[src/rtl/pool_writeback_unit.sv]
// Result write-back stage: 2x2 max/average pooling with optional ReLU per channel,
// optional read-add-write accumulation, and per-channel plane writes to feature SRAM.
module pool_writeback_unit #(
    parameter int unsigned DW = 16,
    parameter int unsigned CH = 6,
    parameter int unsigned AW = 16
) (
    input  logic               clk,
    input  logic               rst,
    input  logic [7:0]         size_act,
    input  logic [7:0]         size_kernel,
    input  logic [AW-1:0]      addr_base,
    input  logic               pool_mode,
    input  logic               relu_en,
    input  logic               accumulate,
    input  logic               pos_clear,
    input  logic               in_valid,
    output logic               in_ready,
    input  logic [CH*4*DW-1:0] in_data,
    output logic [AW-1:0]      sram_addr,
    output logic               sram_en,
    output logic               sram_we,
    output logic [DW-1:0]      sram_wdata,
    input  logic [DW-1:0]      sram_rdata,
    output logic               done,
    output logic               busy
);

    localparam int unsigned CW = (CH > 1) ? $clog2(CH) : 1;
    localparam int unsigned WW = 4 * DW;

    localparam logic [2:0] S_IDLE    = 3'd0;
    localparam logic [2:0] S_ADDR    = 3'd1;
    localparam logic [2:0] S_RD      = 3'd2;
    localparam logic [2:0] S_RD_WAIT = 3'd3;
    localparam logic [2:0] S_ADD     = 3'd4;
    localparam logic [2:0] S_WR      = 3'd5;
    localparam logic [2:0] S_DONE    = 3'd6;

    logic [2:0]           state, state_d;
    logic [CW-1:0]        ch, ch_d;
    logic [7:0]           row, row_d, col, col_d;
    logic [AW-1:0]        addr_d;
    logic                 en_d, we_d, done_d;
    logic [DW-1:0]        wdata_d;

    logic signed [DW-1:0] pooled_c [CH];
    logic signed [DW-1:0] pooled_q [CH];
    logic                 acc_q, skip_q;
    logic [7:0]           fmap_q;
    logic [AW-1:0]        plane_q;

    logic                 accept_c, degen_c;
    logic [7:0]           fmap_c, row_eff_c, col_eff_c;
    logic [AW-1:0]        plane_c;
    logic signed [DW:0]   acc_sum_c;
    logic [DW-1:0]        acc_sat_c;

    // Pool one 2x2 window: signed max, or floor average of a (DW+2)-bit sum; ReLU last.
    function automatic logic signed [DW-1:0] pool_window(input logic [WW-1:0] win,
                                                         input logic avg,
                                                         input logic relu);
        logic signed [DW-1:0] e [4];
        logic signed [DW+1:0] sum;
        logic signed [DW-1:0] res;
        for (int k = 0; k < 4; k++) begin
            e[k] = win[k*DW +: DW];
        end
        sum = '0;
        res = e[0];
        for (int k = 0; k < 4; k++) begin
            sum = sum + (DW+2)'(e[k]);
        end
        for (int k = 1; k < 4; k++) begin
            if (e[k] > res) res = e[k];
        end
        if (avg) res = DW'(sum >>> 2);
        if (relu && res[DW-1]) res = '0;
        return res;
    endfunction

    assign in_ready  = (state == S_IDLE) && !rst;
    assign accept_c  = in_valid && in_ready;
    assign fmap_c    = size_act - size_kernel + 8'd1;
    assign degen_c   = (size_act < size_kernel) || (fmap_c == 8'd0);
    assign plane_c   = AW'(fmap_c) * AW'(fmap_c);
    assign row_eff_c = pos_clear ? 8'd0 : row;
    assign col_eff_c = pos_clear ? 8'd0 : col;

    always_comb begin
        for (int c = 0; c < int'(CH); c++) begin
            pooled_c[c] = pool_window(in_data[c*WW +: WW], pool_mode, relu_en);
        end
    end

    // Saturating partial-sum add against the SRAM read data.
    always_comb begin
        acc_sum_c = (DW+1)'(pooled_q[ch]) + (DW+1)'($signed(sram_rdata));
        acc_sat_c = acc_sum_c[DW-1:0];
        if (acc_sum_c[DW] != acc_sum_c[DW-1]) begin
            acc_sat_c = acc_sum_c[DW] ? {1'b1, {(DW-1){1'b0}}} : {1'b0, {(DW-1){1'b1}}};
        end
    end

    // Per-beat latches: pooled results, accumulate mode and geometry.
    always_ff @(posedge clk or posedge rst) begin
        if (rst) begin
            for (int c = 0; c < int'(CH); c++) pooled_q[c] <= '0;
            acc_q   <= 1'b0;
            skip_q  <= 1'b0;
            fmap_q  <= '0;
            plane_q <= '0;
        end else if (accept_c) begin
            pooled_q <= pooled_c;
            acc_q    <= accumulate;
            skip_q   <= degen_c;
            fmap_q   <= fmap_c;
            plane_q  <= plane_c;
        end
    end

    // Next state and next registered outputs; outputs reflect the state being entered.
    always_comb begin
        state_d = state;
        ch_d    = ch;
        row_d   = row;
        col_d   = col;
        addr_d  = sram_addr;
        wdata_d = sram_wdata;
        en_d    = 1'b0;
        we_d    = 1'b0;
        done_d  = 1'b0;
        case (state)
            S_IDLE: begin
                if (pos_clear) begin
                    row_d = '0;
                    col_d = '0;
                end
                if (accept_c) begin
                    ch_d = '0;
                    if (degen_c) begin
                        state_d = S_DONE;
                        done_d  = 1'b1;
                    end else begin
                        state_d = S_ADDR;
                        addr_d  = addr_base + AW'(row_eff_c) * AW'(fmap_c) + AW'(col_eff_c);
                    end
                end
            end
            S_ADDR: begin
                en_d = 1'b1;
                if (acc_q) begin
                    state_d = S_RD;
                end else begin
                    state_d = S_WR;
                    we_d    = 1'b1;
                    wdata_d = pooled_q[ch];
                end
            end
            S_RD: begin
                state_d = S_RD_WAIT;
            end
            S_RD_WAIT: begin
                state_d = S_ADD;
                wdata_d = acc_sat_c;
            end
            S_ADD: begin
                state_d = S_WR;
                en_d    = 1'b1;
                we_d    = 1'b1;
            end
            S_WR: begin
                if (ch == CW'(CH - 1)) begin
                    state_d = S_DONE;
                    done_d  = 1'b1;
                end else begin
                    ch_d    = ch + CW'(1);
                    state_d = S_ADDR;
                    addr_d  = sram_addr + plane_q;
                end
            end
            S_DONE: begin
                state_d = S_IDLE;
                if (!skip_q) begin
                    if (col == fmap_q - 8'd1) begin
                        col_d = '0;
                        row_d = (row == fmap_q - 8'd1) ? 8'd0 : row + 8'd1;
                    end else begin
                        col_d = col + 8'd1;
                    end
                end
            end
            default: begin
                state_d = S_IDLE;
            end
        endcase
    end

    always_ff @(posedge clk or posedge rst) begin
        if (rst) begin
            state      <= S_IDLE;
            ch         <= '0;
            row        <= '0;
            col        <= '0;
            sram_addr  <= '0;
            sram_en    <= 1'b0;
            sram_we    <= 1'b0;
            sram_wdata <= '0;
            done       <= 1'b0;
            busy       <= 1'b0;
        end else begin
            state      <= state_d;
            ch         <= ch_d;
            row        <= row_d;
            col        <= col_d;
            sram_addr  <= addr_d;
            sram_en    <= en_d;
            sram_we    <= we_d;
            sram_wdata <= wdata_d;
            done       <= done_d;
            busy       <= (state_d != S_IDLE);
        end
    end

endmodule

[config.mk]
export PLATFORM = sky130hd
export DESIGN_NAME = pool_writeback_unit
export DESIGN_NICKNAME = d
export VERILOG_FILES = /design/src/rtl/pool_writeback_unit.sv
export SDC_FILE = /design/constraint.sdc
export NUM_CORES = 2
export LEC_CHECK = 0
export CAP_MARGIN = 20
export CORE_MARGIN = 3
export CORE_UTILIZATION = 57
export CTS_CLUSTER_SIZE = 40
export DETAILED_ROUTE_END_ITERATION = 8
export GPL_ROUTABILITY_DRIVEN = 0
export PLACE_DENSITY = 0.83
export SYNTH_ARGS = -nofsm -noshare
export SYNTH_HDL_FRONTEND = slang
export SYNTH_SLANG_ARGS = --single-unit
[constraint.sdc]
create_clock -name clk -period 8.5 [get_ports clk]
set_input_delay 0.85 -clock clk [delete_from_list [all_inputs] [get_ports clk]]
set_output_delay 0.85 -clock clk [all_outputs]
set_load 0.05 [all_outputs]
== Yosys cells after proc, flatten, opt, wreduce, memory -nomap -nowiden ==
Cells that the tools add are included.

* Register bits: 180
* Latch bits: 0
* Bits in writable memories: 0
* ROM bits: 0
* Output and inout port bits: 37
* Logic and storage cells: 174
* Memories: 0

* Add/subtract/negate cells: 28
* Multiply operators: 2
* Divide/modulo/power cells: 0
* Magnitude comparators: 20
* Eq/ne operators: 16
* Shifts and indexed selects: 0
* Muxes and demuxes: 65
* Bitwise operators: 1
* Reduce and logical (&&, ||, !) cells: 22

{| class="wikitable"
|+ Operators with widths
! operator !! count
|-
| $mux W16 || 38
|-
| $gt A16 B16 Y1 || 18
|-
| $add A16 B16 Y17 || 7
|-
| $add A17 B16 Y18 || 6
|-
| $add A18 B16 Y18 || 6
|-
| $pmux W16 S2 || 2
|-
| $mux W8 || 7
|-
| $bmux W16 S3 || 1
|-
| $add A16 B16 Y16 || 2
|-
| $mul A8 B8 Y16 || 2
|-
| $pmux W8 S2 || 2
|-
| $add A8 B1 Y8 const B || 3
|-
| $mux W3 || 6
|-
| $pmux W3 S6 || 1
|-
| $add A16 B8 Y16 || 1
|-
| $eq A8 B8 Y1 || 2
|-
| $eq A3 B3 Y1 const B || 4
|-
| $ne A2 B2 Y1 const B || 6
|-
| $logic_and A1 B1 Y1 || 8
|-
| $logic_not A8 Y1 || 1
|-
| $lt A8 B8 Y1 || 1
|-
| $sub A8 B1 Y8 const B || 1
|-
| $sub A8 B8 Y8 || 1
|-
| $eq A3 B2 Y1 const B || 2
|-
| 17 further kinds || 26
|}

== Longest topological paths before layout ==
* Depth in word-level cells: 9
* Mapped depth: 34
* Mapped depth without buffers: 28

== Least setup slack after synthesis ==
Ideal clock, no wire load.

* Path kind: input-to-reg
* Start: input port in_data[335]
* End: register pooled_q[6] (netlist bit)
* Arrival: 7.445 ns
* Data required time: 8.432 ns
* Setup slack: 0.987 ns
* Stages: 31
* Path buffers: 5
* Cell sequence: inv_1 ha_1 nand4_1 nor4_1 a21bo_2 and4_4 o21ai_4 buf_2 mux2i_1 ha_1 and3_1 nand3_1 a211oi_1 or4bb_1 o211ai_1 clkbuf_1 clkbuf_1 nand2_1 o21ai_0 ha_1 and4_1 a221o_1 a31oi_1 nor4b_1 or2_0 clkbuf_1 or3_1 o221ai_1 o21a_1 buf_4 a32o_1

* Cells in the longest elaborated chain, start to end: 9
* Elaborated cells between the ends (all ways): 12

{| class="wikitable"
|+ RTL lines
! element !! RTL line !! source
|-
| start, declared || 19 || <nowiki>input logic [CH*4*DW-1:0] in_data,</nowiki>
|-
| $gt A16 B16 Y1 || 75 || <nowiki>if (e[k] > res) res = e[k];</nowiki>
|-
| $mux W16 || 75 ||
|-
| $gt A16 B16 Y1 || 75 ||
|-
| $mux W16 || 75 ||
|-
| $gt A16 B16 Y1 || 75 ||
|-
| $mux W16 || 75 ||
|-
| $mux W16 (*) || 77 || <nowiki>if (avg) res = DW'(sum >>> 2);</nowiki>
|-
| $logic_and A1 B1 Y1 || 78 || <nowiki>if (relu && res[DW-1]) res = '0;</nowiki>
|-
| $mux W16 (*) || 78 ||
|-
| end signal, assigned || 114 || <nowiki>pooled_q <= pooled_c;</nowiki>
|-
| end, declared || 48 || <nowiki>logic signed [DW-1:0] pooled_q [CH];</nowiki>
|}

Every way passes the cells marked *; elsewhere a longest branch is shown, timed or not.
A chain may end at the register's enable or synchronous reset.

== Final worst setup path ==
* Start: input port in_data[335]
* End: register pooled_q[14] (netlist bit)

Same word-level chain as after synthesis.

==> impl_summary.log <==
[metrics] actual transition at the worst max-transition pin: 1.063 ns
[metrics] number of warnings issued by yosys: 0
[metrics] highest-count cells in the layout ignoring fill and taps: ha_1, clkdlybuf4s50_1, nand2_1
[metrics] Clock Root Buffer: clkbuf_16
[metrics] TritonCTS clock tree: yes
[metrics] total number of placement rows: 89
[metrics] Peak VDD IR: 206.5 µV
[metrics] Worst Setup End Kind: register
[metrics] fin. max-slew vios: 0
[metrics] final-report hold violation count: 0
[metrics] number of setup violations in the final report: 0
[metrics] via count: approximately 32000
[metrics] number of nets still failing antenna checks after routing: 0
[metrics] pin count of the biggest net entering global routing: 113
[metrics] average instance area after synthesis: 8.539 µm²
[metrics] FF+latch count, synth: roughly 180
[metrics] sequential area share after synthesis: 0.1304
[metrics] Clk pin slew, worst setup/hold paths: 0.07 ns
[metrics] crit share post-route: 0.9390
[metrics] data arrival time of the critical path: 8.37 ns
[metrics] vias in the first global route: 32280
[metrics] final critical-path required period: 7.982 ns
[metrics] Final TNS setup: 0 ns
[metrics] Max Clock Freq: 125.3 MHz
[metrics] core region area: between 50000 and 60000 µm²
[metrics] drt pass-1 iters: 6
[metrics] floorplan die area: 62910 µm²
[metrics] total length of routed wires: 106300 µm
[metrics] number of unique standard cell types used by synthesis: 102
[metrics] number of top-level pins: 476
[metrics] most common cell after layout, fill and taps aside: ha_1
[metrics] Pwr per Cell Area: 247.9 nW/µm²
[metrics] nets: 5642
[metrics] number of flops mapped to enable cells by yosys: 0
[metrics] worst clock skew: 0.01139 ns
[metrics] DRC violation total after the first TritonRoute iteration: 2540
[metrics] outcome: complete, no violations
[metrics] area after detailed placement: 39820 µm²
[metrics] die outline height: between 200 and 300 µm
[metrics] biggest area consumer among synthesized cells: ha_1
[metrics] gr ovfl total: 0
[metrics] CP max stage delay: about 0.53 ns
[metrics] detailed-route wire length per cell: 20.39 µm
[metrics] static leakage: ~19 nW
[metrics] H-tree depth: 4
[metrics] # Post-CTS Setup Buffers: 0
[metrics] worst relative slew slack: 0.2861
[metrics] Clock Path Buffers: 2
[metrics] # port buffers: between 400 and 500
[metrics] critical-path cell with the highest stage delay: clkdlybuf4s50_1
[metrics] Post-Synthesis Cell Area: ~34000 µm²
[metrics] residual DRC count: 0
[metrics] CP max FO: 31
[metrics] Worst EP required: 8.89 ns
[metrics] overall die width: 250.8 µm
[metrics] post-route cell area: 40450 µm²
[metrics] area share of the largest cell type after synthesis: 0.1846
[metrics] antenna violations before repair: 14
[metrics] sinks on the clock net: 178
[metrics] commonest register cell after synthesis: dfrtp_1
[metrics] Starting Density: 0.5778
[metrics] cell class contributing the biggest share of worst-path delay: compound AO/OA/AOI/OAI gates
[metrics] total buffers and inverters traversed by the critical path: 4
[metrics] global-route wire length before repair: 168300 µm
[metrics] count of maximum capacitance violations: 0
[metrics] class of the most critical hold timing path: register to register
[metrics] proportion of layout cells with a drive suffix above 1: 0.04200
[metrics] kind of critical path: input port to register
[metrics] largest cells by area after synthesis: ha_1, fa_1, dfrtp_1
[metrics] CTS Buf Count: 17
[metrics] half-perimeter wire length of the detailed placement result: 89990 µm
[metrics] setup repair after global routing missed its margin: false
[metrics] overall fraction of global-route tracks in use: 0.3334
[metrics] asr flop ratio synth: 1.000
[metrics] number of instances in the synthesized netlist: 4001
[metrics] area added between synthesis and finish: 18.39%
[metrics] reg-to-reg setup timing slack: ~2.6 ns
[metrics] Worst setup SP type: input port
[metrics] Most Frequent Cell on Critical Path: ha_1
[metrics] worst-skew pair later-pin latency: 0.45 ns
[metrics] post-DR vias/cell: roughly 6.2
[synthesized netlist by cell type (42+ instances only)]
cell type	count
ha_1	504
nand2_1	417
inv_1	332
o21ai_0	300
fa_1	283
nor2_1	256
a21oi_1	213
dfrtp_1	178
mux2i_1	125
clkbuf_1	109
xnor2_1	100
nand3_1	96
nor3_1	87
a21o_1	75
xor2_1	54
nand2b_1	51
nand4_1	48
o211ai_1	42
[sequential cells by signal, indices dropped and copies added (netlist names)]
register    count
ch              3
sram_addr      16
plane_q        14
fmap_q          8
skip_q          1
state           3
done            1
sram_en         1
sram_wdata     16
pooled_q       96
busy            1
col             8
sram_we         1
acc_q           1
row             8
[stage by stage]
stage	setup WS, ns	hold WS (ns)	utilization	total power [mW]	cells
final	0.5185	0.4915	0.6841	10.03	5212
after global routing	0.05746	0.5142	0.6837	10.91	5204
after CTS	0.5785	0.4910	0.6834	9.927	5202
after detailed placement	0.09820	0.4710	0.6735	9.081	5170
after global placement	0.2505	0.4624	0.6735	8.896	5170
after floorplan	0.9869	0.4380	-	7.012	4002
[cell type report]
cell class                      instances  area, µm²
Tap cell                              773      967.2
Multi-Input combinational cell       3351      27930
Clock inverter                         15      162.7
Timing Repair Buffer                  535       5228
Fill cell                            4696      18680
Antenna cell                           10      25.02
Inverter                              333       1257
Sequential cell                       178       4456
Clock buffer                           17      425.4
[worst min-delay path: cells and delay by family (launching register included)]
| family | cells | cell delay, ns |
|---|---|---|
| flops | 1 | 0.35 |
| compound gates | 1 | 0.06 |
| simple gates | 1 | 0.05 |
[cell families after synthesis]
logic type      count (synthesis)  share of synthesized area
compound gates               1056                     0.2046
xor+xnor                      159                    0.04277
fa+ha+maj                     787                     0.3504
flops                         178                     0.1304
other cells                     1                  0.0001098
mux                           155                    0.05189
buf+inv                       473                    0.05303
simple gates                 1192                     0.1668
[power breakdown]
group          internal [mW]  switching (mW)
Sequential              1.21           0.368
Combinational           3.31            4.34
Clock                  0.395           0.398
Total                   4.92            5.10
[layer usage]
| layer | part of all wire | GRT usage | wire [µm] |
|---|---|---|---|
| met1 | 0.41 | 0.4304 | 43440 |
| met4 | 0.039 | 0.1184 | 4099 |
| met2 | 0.48 | 0.5747 | 51170 |
| met3 | 0.070 | 0.04645 | 7468 |
| met5 | 0.00082 | 0 | 87 |
[worst paths after layout]
path	from	to	cells after the start
max	in_data[335]	pooled_q[14]$_DFFE_PP0P_	28
min	pooled_q[33]$_DFFE_PP0P_	pooled_q[33]$_DFFE_PP0P_	2
max reg2reg	row[4]$_DFFE_PP0P_	sram_addr[14]$_DFFE_PP0P_	20
min reg2reg	pooled_q[33]$_DFFE_PP0P_	pooled_q[33]$_DFFE_PP0P_	2
max in group asynchronous	rst	ch[0]$_DFFE_PP0P_	3
min in group asynchronous	rst	pooled_q[38]$_DFFE_PP0P_	2
[what timing repair did]
action / CTS / global route
resized for setup: 0 / 4
hold endpoints to repair: 0 / 0
endpoints found under the setup margin: 0 / 16
hold buffers: 0 / 0
(Power assumes the default switching activity.)
